File: config.mk
export PLATFORM = sky130hd
export DESIGN_NAME = io_ctrl
export DESIGN_NICKNAME = d
export VERILOG_FILES = /design/src/rtl/io_ctrl.sv
export SDC_FILE = /design/constraint.sdc
export NUM_CORES = 1
export LEC_CHECK = 0
export CAP_MARGIN = 40
export CORE_MARGIN = 2
export CORE_UTILIZATION = 50
export DETAILED_ROUTE_END_ITERATION = 12
export PLACE_DENSITY = 0.77
export SLEW_MARGIN = 40
export SYNTH_ARGS = -nofsm -noshare
export SYNTH_HDL_FRONTEND = slang
export SYNTH_SLANG_ARGS = --single-unit
File: constraint.sdc
create_clock -name CLOCK_50 -period 12.4 [get_ports CLOCK_50]
set_clock_uncertainty 0.1 [all_clocks]
set_input_delay 2.48 -clock CLOCK_50 [delete_from_list [all_inputs] [get_ports CLOCK_50]]
set_output_delay 2.48 -clock CLOCK_50 [all_outputs]
set_load 0.1 [all_outputs]
File: src/rtl/io_ctrl.sv
// io_ctrl: memory-mapped board I/O for the project3 frame.
// Edge-captured keys, debounced switches, LED/7-seg registers and a
// prescaled interval timer behind a 256-byte register window.
module io_ctrl #(
  parameter logic [31:0] IO_BASE         = 32'hF000_0000,
  parameter int          TICK_CYCLES     = 50000,
  parameter int          DEBOUNCE_CYCLES = 500000
) (
  input  logic        CLOCK_50,
  input  logic        RESET_N,
  input  logic [31:0] addr,
  input  logic        rd_en,
  input  logic        wr_en,
  input  logic [31:0] wdata,
  output logic [31:0] rdata,
  output logic        rd_valid,
  input  logic [3:0]  KEY,
  input  logic [9:0]  SW,
  output logic [9:0]  LEDR,
  output logic [6:0]  HEX0,
  output logic [6:0]  HEX1,
  output logic [6:0]  HEX2,
  output logic [6:0]  HEX3,
  output logic [6:0]  HEX4,
  output logic [6:0]  HEX5,
  output logic        irq
);

  localparam int PW = (TICK_CYCLES > 1) ? $clog2(TICK_CYCLES) : 1;
  localparam int DW = $clog2(DEBOUNCE_CYCLES + 1);

  localparam logic [7:0] OFF_KDATA = 8'h00;
  localparam logic [7:0] OFF_KCTRL = 8'h04;
  localparam logic [7:0] OFF_SDATA = 8'h10;
  localparam logic [7:0] OFF_TCNT  = 8'h20;
  localparam logic [7:0] OFF_TLIM  = 8'h24;
  localparam logic [7:0] OFF_TCTRL = 8'h28;
  localparam logic [7:0] OFF_LEDR  = 8'h30;
  localparam logic [7:0] OFF_HEX   = 8'h34;

  logic [31:0]   r_rdata;
  logic          r_rd_valid;
  logic [3:0]    r_key_s1, r_key_sync, r_key_prev;
  logic          r_kready, r_kovr, r_kie;
  logic [9:0]    r_sw_s1, r_sw_sync, r_sw_db, r_sw_cand;
  logic [DW-1:0] r_db_cnt;
  logic [PW-1:0] r_pre;
  logic [31:0]   r_tcnt, r_tlim;
  logic          r_tready, r_tovr, r_tie;
  logic [9:0]    r_led;
  logic [23:0]   r_hex;

  logic          w_hit;
  logic [7:0]    w_off;
  logic [31:0]   w_rd_mux;
  logic          w_wr_kctrl, w_wr_tcnt, w_wr_tlim, w_wr_tctrl, w_wr_led, w_wr_hex;
  logic          w_rd_kdata, w_press, w_tick, w_wrap;
  logic          w_unused;

  assign w_unused = ^addr[1:0];

  assign w_hit = (addr[31:8] == IO_BASE[31:8]);
  assign w_off = {addr[7:2], 2'b00};

  assign w_wr_kctrl = wr_en & w_hit & (w_off == OFF_KCTRL);
  assign w_wr_tcnt  = wr_en & w_hit & (w_off == OFF_TCNT);
  assign w_wr_tlim  = wr_en & w_hit & (w_off == OFF_TLIM);
  assign w_wr_tctrl = wr_en & w_hit & (w_off == OFF_TCTRL);
  assign w_wr_led   = wr_en & w_hit & (w_off == OFF_LEDR);
  assign w_wr_hex   = wr_en & w_hit & (w_off == OFF_HEX);
  assign w_rd_kdata = rd_en & w_hit & (w_off == OFF_KDATA);

  // press = falling edge on any synchronized key
  assign w_press = |(r_key_prev & ~r_key_sync);

  assign w_tick = (r_tlim != 32'd0) && (r_pre == PW'(TICK_CYCLES - 1));
  assign w_wrap = w_tick && (r_tcnt == r_tlim - 32'd1);

  // read mux reflects state before any same-cycle write
  always_comb begin
    w_rd_mux = 32'd0;
    if (w_hit) begin
      case (w_off)
        OFF_KDATA: w_rd_mux = {28'd0, ~r_key_sync};
        OFF_KCTRL: w_rd_mux = {27'd0, r_kie, 2'b00, r_kovr, r_kready};
        OFF_SDATA: w_rd_mux = {22'd0, r_sw_db};
        OFF_TCNT:  w_rd_mux = r_tcnt;
        OFF_TLIM:  w_rd_mux = r_tlim;
        OFF_TCTRL: w_rd_mux = {27'd0, r_tie, 2'b00, r_tovr, r_tready};
        OFF_LEDR:  w_rd_mux = {22'd0, r_led};
        OFF_HEX:   w_rd_mux = {8'd0, r_hex};
        default:   w_rd_mux = 32'd0;
      endcase
    end
  end

  // registered read port
  always_ff @(posedge CLOCK_50 or negedge RESET_N) begin
    if (!RESET_N) begin
      r_rdata    <= 32'd0;
      r_rd_valid <= 1'b0;
    end else begin
      r_rd_valid <= rd_en;
      if (rd_en) r_rdata <= w_rd_mux;
    end
  end

  // key synchronizer and sticky ready/overrun flags; the whole key pipe
  // resets to "released" so reset release never looks like a press
  always_ff @(posedge CLOCK_50 or negedge RESET_N) begin
    if (!RESET_N) begin
      r_key_s1   <= 4'hF;
      r_key_sync <= 4'hF;
      r_key_prev <= 4'hF;
      r_kready   <= 1'b0;
      r_kovr     <= 1'b0;
      r_kie      <= 1'b0;
    end else begin
      r_key_s1   <= KEY;
      r_key_sync <= r_key_s1;
      r_key_prev <= r_key_sync;
      if (w_press)         r_kready <= 1'b1;
      else if (w_rd_kdata) r_kready <= 1'b0;
      if (w_press && r_kready && !w_rd_kdata) r_kovr <= 1'b1;
      else if (w_wr_kctrl && wdata[1])        r_kovr <= 1'b0;
      if (w_wr_kctrl) r_kie <= wdata[4];
    end
  end

  // switch synchronizer and debounce: accept a new value once it has
  // differed from sw_db and held for DEBOUNCE_CYCLES consecutive cycles
  always_ff @(posedge CLOCK_50 or negedge RESET_N) begin
    if (!RESET_N) begin
      r_sw_s1   <= 10'd0;
      r_sw_sync <= 10'd0;
      r_sw_db   <= 10'd0;
      r_sw_cand <= 10'd0;
      r_db_cnt  <= '0;
    end else begin
      r_sw_s1   <= SW;
      r_sw_sync <= r_sw_s1;
      if (r_sw_sync == r_sw_db) begin
        r_sw_cand <= r_sw_db;
        r_db_cnt  <= '0;
      end else if (r_sw_sync != r_sw_cand) begin
        r_sw_cand <= r_sw_sync;
        r_db_cnt  <= DW'(1);
      end else if (r_db_cnt >= DW'(DEBOUNCE_CYCLES - 1)) begin
        r_sw_db  <= r_sw_sync;
        r_db_cnt <= '0;
      end else begin
        r_db_cnt <= r_db_cnt + DW'(1);
      end
    end
  end

  // prescaler, interval counter and timer flags
  always_ff @(posedge CLOCK_50 or negedge RESET_N) begin
    if (!RESET_N) begin
      r_pre    <= '0;
      r_tcnt   <= 32'd0;
      r_tlim   <= 32'd0;
      r_tready <= 1'b0;
      r_tovr   <= 1'b0;
      r_tie    <= 1'b0;
    end else begin
      if (w_wr_tcnt || w_wr_tlim) r_pre <= '0;
      else if (r_tlim != 32'd0)   r_pre <= w_tick ? '0 : r_pre + PW'(1);
      if (w_wr_tcnt)   r_tcnt <= wdata;
      else if (w_tick) r_tcnt <= w_wrap ? 32'd0 : r_tcnt + 32'd1;
      if (w_wr_tlim) r_tlim <= wdata;
      // a wrap beats a same-cycle software clear
      if (w_wrap)                          r_tready <= 1'b1;
      else if (w_wr_tctrl && !wdata[0])    r_tready <= 1'b0;
      if (w_wrap && r_tready)              r_tovr <= 1'b1;
      else if (w_wr_tctrl && wdata[1])     r_tovr <= 1'b0;
      if (w_wr_tctrl) r_tie <= wdata[4];
    end
  end

  // LED and 7-segment value registers
  always_ff @(posedge CLOCK_50 or negedge RESET_N) begin
    if (!RESET_N) begin
      r_led <= 10'd0;
      r_hex <= 24'd0;
    end else begin
      if (w_wr_led) r_led <= wdata[9:0];
      if (w_wr_hex) r_hex <= wdata[23:0];
    end
  end

  function automatic logic [6:0] seg7(input logic [3:0] n);
    case (n)
      4'h0: seg7 = 7'b1000000; 4'h1: seg7 = 7'b1111001;
      4'h2: seg7 = 7'b0100100; 4'h3: seg7 = 7'b0110000;
      4'h4: seg7 = 7'b0011001; 4'h5: seg7 = 7'b0010010;
      4'h6: seg7 = 7'b0000010; 4'h7: seg7 = 7'b1111000;
      4'h8: seg7 = 7'b0000000; 4'h9: seg7 = 7'b0010000;
      4'hA: seg7 = 7'b0001000; 4'hB: seg7 = 7'b0000011;
      4'hC: seg7 = 7'b1000110; 4'hD: seg7 = 7'b0100001;
      4'hE: seg7 = 7'b0000110; default: seg7 = 7'b0001110;
    endcase
  endfunction

  assign HEX0     = seg7(r_hex[3:0]);
  assign HEX1     = seg7(r_hex[7:4]);
  assign HEX2     = seg7(r_hex[11:8]);
  assign HEX3     = seg7(r_hex[15:12]);
  assign HEX4     = seg7(r_hex[19:16]);
  assign HEX5     = seg7(r_hex[23:20]);
  assign LEDR     = r_led;
  assign rdata    = r_rdata;
  assign rd_valid = r_rd_valid;
  assign irq      = (r_kready & r_kie) | (r_tready & r_tie);

endmodule

==> impl_metrics.toml, run 1 <==
[critical_path]
crit_slowest_cell = "or4b_2"
critPathLaunchType = "primary input"
cp_cell_sequence = "clkdlybuf4s50_1 > or4b_2 > nor4_1 > and4_1 > buf_4 > nand2b_1 > nor2_1 > nor3_1 > nand3_1 > xor2_1 > nor2_1"
cp_max_fo = 38
cp_data_arrival_time_ns = 6.08
worstPathRequired_ns = 12.70
cp-end-kind = "register"
path_class = "primary input to register"
slowest_delay_ns = 0.65
crit_top_cell = "nor2_1"

[logic_synthesis]
synth-simple-area-share = 0.1918
ys_ff_latch = 224
netlist_area_um2 = 13000
synth_most_common_cell = "dfrtp_1"
syn_nets = 1532
synth.avg_cell_area_um2 = 9.217
synth_top_area_cell = "dfrtp_1"
synth_top_family_by_area = "simple AND/OR/NAND/NOR gates"
synth_compound_area_frac = 0.1496
yosys_warnings = 0
ys.flop_type = "dfrtp_1"
synth-async-reset-ratio = 1.000
synth_area_leaders = "dfrtp_1 41%, mux2_2 6.0%, ha_1 3.9%, nand2_1 3.8%, o21ai_0 3.5%"
synth-xor-area-share = 0.05796
synth_fa_ha_area_frac = 0.03851
synth-edff-count = 0
syn_inst = 1410
synthMuxAreaShare = 0.07981
yosysTopAreaCellShare = 0.4082
ys_seq_area_frac = 0.4325
synth_common_cells = "212 x dfrtp_1, 133 x nand2_1, 117 x nor2_1"
synthDistinctLibCells = 74

[pwr]
total_leakage_power_nw = 6.721
p_per_area_nw_per_um2 = 103.4
power_frac_comb = 0.044
internal-power_mw = 1.225
netSwitchingPower_mw = 0.3527
switching_share = 0.2236
clock_power_share = 0.484
vdd_drop_max_mv = 0.1589
sequentialPowerShare = 0.472

[global_route]
grt_first_pass_wirelength_um = 56410
grt_pass1_vias = 10790
grt_start_max_net_pins = 84
antenna_found_initial = 0
grt-ovfl-total = 0
grt_use_total = 0.2579

[clocking]
root_buffer = "clkbuf_16"
tritoncts_num_sinks = 224
clockBufferDepth = 3
hold_buffers = 0
clk_pin_slew_ns = 0.07
post_cts_resize_count = 0
numCtsBuffers = 25
h-tree-depth = 1
cts_setup_buffers = 0
cts_tree = "done"
insertion_delay_ns = 0.53

[drt]
drtIter0Drc = 1157
viasPerCell = 6.035
detail-route-antenna-nets = 0
drc = 0
wl_um = 35240
wire_per_inst_um = 18.84
vias = 11290
dr.pass1.iters = 7

[floorplan]
core_area_um2 = 25760
pin_count = 168
start_util = 0.5044
die_w_um = 165.2
core.rowCount = 59
die_area_um2 = 27300
die_h_um = 165.2

[sta]
max_freq_mhz = 173.0
final.setup.tns_ns = 0
timing.hold.ws_ns = 0.2462
fin_crit_ns = 5.781
hold_viol = 0
finalCritPeriodShare = 0.4662
rsz0062_at_grt = "false"
relSlewSlack = 0.4691
tightest_slew_ns = 0.7964
drv_slew = 0
finalSetupViolations = 0

[final_layout]
syn2layout_area_growth_pct = 17.44
finalNetCount = 1639
diodes = 0
drive_gt1_frac = 0.1654

[run]
max_cap_violations = 0

[placement]
hpwl_um = 24560
place.gp.congestion = 0.9295
io_buffers = 165

[outcome]
status = "finished clean"

[worst_hold_path]
hp-class = "register to register"
## power groups by stage
stage | registers [mW] | logic [mW] | clock network [mW]
after CTS | 0.744 | 0.0705 | 0.778
after floorplan | 0.758 | 0.0170 | 0
final | 0.744 | 0.0699 | 0.764
after global routing | 0.744 | 0.0760 | 0.809
after detailed placement | 0.757 | 0.0700 | 0
after global placement | 0.757 | 0.0691 | 0
## critical path, delay by kind of cell
kind	cells	cell delay, ns
xor gates and xnor gates	1	0.16
buffers and inverters	2	0.83
and+or+nand+nor	8	2.59
## area by class of cell
type                    count  area [um^2]
repair buffers            183         1369
clock inverters            14        162.7
multi-input cells        1017         6763
clock buffers              32        681.9
flip-flops and latches    224         5620
fillers                  2208        10500
well taps                 335        419.2
inverters                  66        247.7
## stage by stage
stage	total power, mW	area [um^2]	std cells	util	setup slack [ns]
6_report	1.578	15260	1871	0.5924	6.619
5_1_grt	1.629	15260	1871	0.5924	6.305
4_1_cts	1.592	15260	1871	0.5923	6.645
3_5_place_dp	0.8273	14420	1825	0.5595	6.152
3_3_place_gp	0.8259	14830	1824	0.5755	6.246
2_1_floorplan	0.7745	13000	1410	-	6.775
## routing by layer
| layer | track usage | part of all wire |
|---|---|---|
| met5 | 0 | 0 |
| met4 | 0.06798 | 0.020 |
| met3 | 0.03896 | 0.079 |
| met2 | 0.4225 | 0.47 |
| met1 | 0.3595 | 0.43 |
## cell families (layout without fill, tap and decap cells)
| logic type | Yosys count | after routing |
|---|---|---|
| muxes | 90 | 90 |
| and+or+nand+nor | 494 | 494 |
| AOI/OAI and AO/OA | 307 | 307 |
| DFF | 224 | 224 |
| adders and majority gates | 40 | 40 |
| xor gates and xnor gates | 86 | 86 |
| buffers and inverters | 169 | 295 |
## layout by cell type, fill, tap and decap left out, types with 16 or more instances in the layout
master / n
buf_2: 86
nor4_1: 24
a21oi_1: 71
inv_1: 65
clkbuf_16: 25
a31oi_1: 19
mux2i_1: 17
ha_1: 40
xnor2_1: 49
buf_4: 16
o22ai_1: 33
nand2b_1: 16
mux2_2: 69
dfrtp_1: 212
nor3_1: 34
and3_1: 17
nor2_1: 115
clkdlybuf4s50_1: 78
nand3_1: 39
nand2_1: 132
xor2_1: 37
nand4_1: 23
a222oi_1: 21
o21ai_0: 92
## final timing paths
kind / startpoint / to / slack (ns) / cells past startpoint
min: r_sw_s1[3] / r_sw_sync[3] / 0.25 / 0
min in group asynchronous: RESET_N / r_hex[9] / 1.83 / 1
min reg2reg: r_sw_s1[3] / r_sw_sync[3] / 0.25 / 0
max in group asynchronous: RESET_N / r_db_cnt[5] / 8.72 / 3
max: addr[21] / r_pre[13] / 6.62 / 11
max reg2reg: r_tlim[3] / r_tcnt[17] / 7.62 / 9
## sequential cells by signal, summed over array words and instances (netlist names)
name	cells
r_kready	1
r_tready	1
r_key_s1	4
r_key_sync	4
r_db_cnt	19
r_tovr	1
r_key_prev	4
r_kie	1
r_pre	16
r_kovr	1
r_tlim	32
r_sw_cand	10
r_hex	24
rd_valid	1
r_sw_s1	10
r_tie	1
r_sw_db	10
LEDR	10
r_tcnt	32
rdata	32
r_sw_sync	10
Power figures use the tool's default switching activity.
==> run 2: changes to the inputs <==
==> constraint.sdc (replaced) <==
create_clock -name CLOCK_50 -period 5.4 [get_ports CLOCK_50]
set_clock_uncertainty 0.1 [all_clocks]
set_input_delay 1.08 -clock CLOCK_50 [delete_from_list [all_inputs] [get_ports CLOCK_50]]
set_output_delay 1.08 -clock CLOCK_50 [all_outputs]
set_load 0.1 [all_outputs]
==> run 2 against run 1 <==
  * Global-route usage decreased by 1.1 points
  * Combinational power increased by 130%
  * Die area unchanged
  * Total power increased by 130%
  * Sequential cell count unchanged
  * Sequential share of layout area decreased by 0.16 points
  * Routed wire length decreased by 3.7%
  * Utilization increased by 0.26 points
  * Cell area increased by 0.43%
==> impl_metrics.toml, run 2 (same netlist as run 1, synthesis figures left out) <==
[outcome]
status = "finished clean"

[drt]
top_layer_used = "met4"
vias = 11210
dr.pass1.iters = 8
detail-route-antenna-nets = 0
wl_met1_um = 14700
wl_met2_um = 15870
viasPerCell = 5.976
wl_um = 33960
drc = 0
met3_length_um = 2723
wire_per_inst_um = 18.10
drtIter0Drc = 977

[critical_path]
cp_max_fo = 30
cp-end-kind = "register"
worstPathRequired_ns = 5.71
cp_data_arrival_time_ns = 4.78
path_class = "register to register"
critPathLaunchType = "register"

[floorplan]
die_h_um = 165.2
core.rowCount = 59
core_area_um2 = 25760
die_area_um2 = 27300
die_w_um = 165.2
start_util = 0.5044
pin_count = 168

[clocking]
numCtsBuffers = 24
hold_buffers = 0
cts_setup_buffers = 0
h-tree-depth = 1
clk_pin_slew_ns = 0.07
insertion_delay_ns = 0.53
root_buffer = "clkbuf_16"
tritoncts_num_sinks = 224
cts_tree = "done"
post_cts_resize_count = 0
clockBufferDepth = 3

[global_route]
antenna_found_initial = 0
grt_start_max_net_pins = 105
grt_first_pass_wirelength_um = 54300
grt_use_total = 0.2473
grt-ovfl-total = 0
grt_pass1_vias = 10460

[placement]
place.gp.congestion = 0.9509
io_buffers = 165
hpwl_um = 24280
dp_cells = 1831

[final_layout]
final_common_cell = "dfrtp_1"
fin_cells = 1876
diodes = 0
syn2layout_area_growth_pct = 17.96
multi_input_area_um2 = 6746
layout_common_cells = "212 x dfrtp_1, 133 x nand2_1, 116 x nor2_1, 92 x o21ai_0, 86 x buf_2"
final_core_util = 0.5950
finalNetCount = 1645
drive_gt1_frac = 0.1687
fillCellCount = 2163
seq_area_um2 = 5620

[sta]
fin_crit_ns = 4.467
timing.hold.ws_ns = 0.2457
tightest_slew_ns = 0.8029
hold_viol = 0
relSlewSlack = 0.4598
finalCritPeriodShare = 0.8273
rsz0062_at_grt = "false"
final.setup.tns_ns = 0
drv_slew = 0
max_freq_mhz = 223.9
finalSetupViolations = 0

[pwr]
power_frac_comb = 0.045
clock_power_share = 0.480
vdd_drop_max_mv = 0.2527
internal-power_mw = 2.820
total_leakage_power_nw = 6.748
sequentialPowerShare = 0.475
p_per_area_nw_per_um2 = 234.8
switching_share = 0.2166
netSwitchingPower_mw = 0.7796

[worst_hold_path]
hp-class = "register to register"

[run]
max_cap_violations = 0
[run 2: changes by cell type in the layout (fill, tap and decap cells not counted), sizes merged]
cell,before,now
inv,66,65
clkinv,10,8
buf,105,112
clkbuf,32,31
clkinvlp,1,3
[run 2: power by group through the flow]
stage	sequential, mW	clock [mW]	combinational [mW]
finish	1.71	1.73	0.162
global route	1.71	1.84	0.176
CTS	1.71	1.76	0.162
detailed placement	1.74	0	0.161
global placement	1.74	0	0.159
floorplan	1.74	0	0.0389
[run 2: path summary, 6_finish.rpt]
path	start	to	slack (ns)	cells past startpoint
max in group asynchronous	RESET_N	r_tlim[11]	3.64	3
hold / removal	r_sw_s1[7]	r_sw_sync[7]	0.25	0
setup reg to reg	r_tlim[0]	r_tcnt[17]	0.93	11
min in group asynchronous	RESET_N	r_pre[9]	0.30	1
setup / recovery	r_tlim[0]	r_tcnt[17]	0.93	11
hold reg to reg	r_sw_s1[7]	r_sw_sync[7]	0.25	0
[run 2: layout make-up]
class,count,share of cell area
inverter,66,0.01616
multi-input combinational,1017,0.4401
tap,335,0.02734
clock inverter,13,0.01061
sequential,224,0.3666
clock buffer,31,0.04481
timing repair buffer,190,0.09435
[run 2: stage by stage]
| step | instance area (um^2) | worst slack, ns | power (mW) |
|---|---|---|---|
| 2_1_floorplan | 13000 | 1.175 | 1.778 |
| 4_1_cts | 15300 | 0.9580 | 3.628 |
| 3_5_place_dp | 14450 | 0.8953 | 1.900 |
| 6_report | 15330 | 0.9328 | 3.599 |
| 3_3_place_gp | 14880 | 0.9784 | 1.896 |
| 5_1_grt | 15330 | 0.6786 | 3.723 |
[run 2: worst max-delay path, cell delays in order, from the launching register on]
cell     delay [ns]
dfrtp_1        0.47
inv_1          0.11
ha_1           0.30
or4b_2         0.69
xnor2_1        0.16
o41a_1         0.34
nor3_1         0.25
nand4_1        0.12
or4_1          0.47
or4_4          0.74
and3_1         0.26
o32a_1         0.33
[run 2: layer usage]
layer | vias up | global-route usage
met5 | - | 0
met4 | 0 | 0.05968
met3 | 58 | 0.04021
met2 | 431 | 0.4023
met1 | 5443 | 0.3476
li1 | 5279 | -
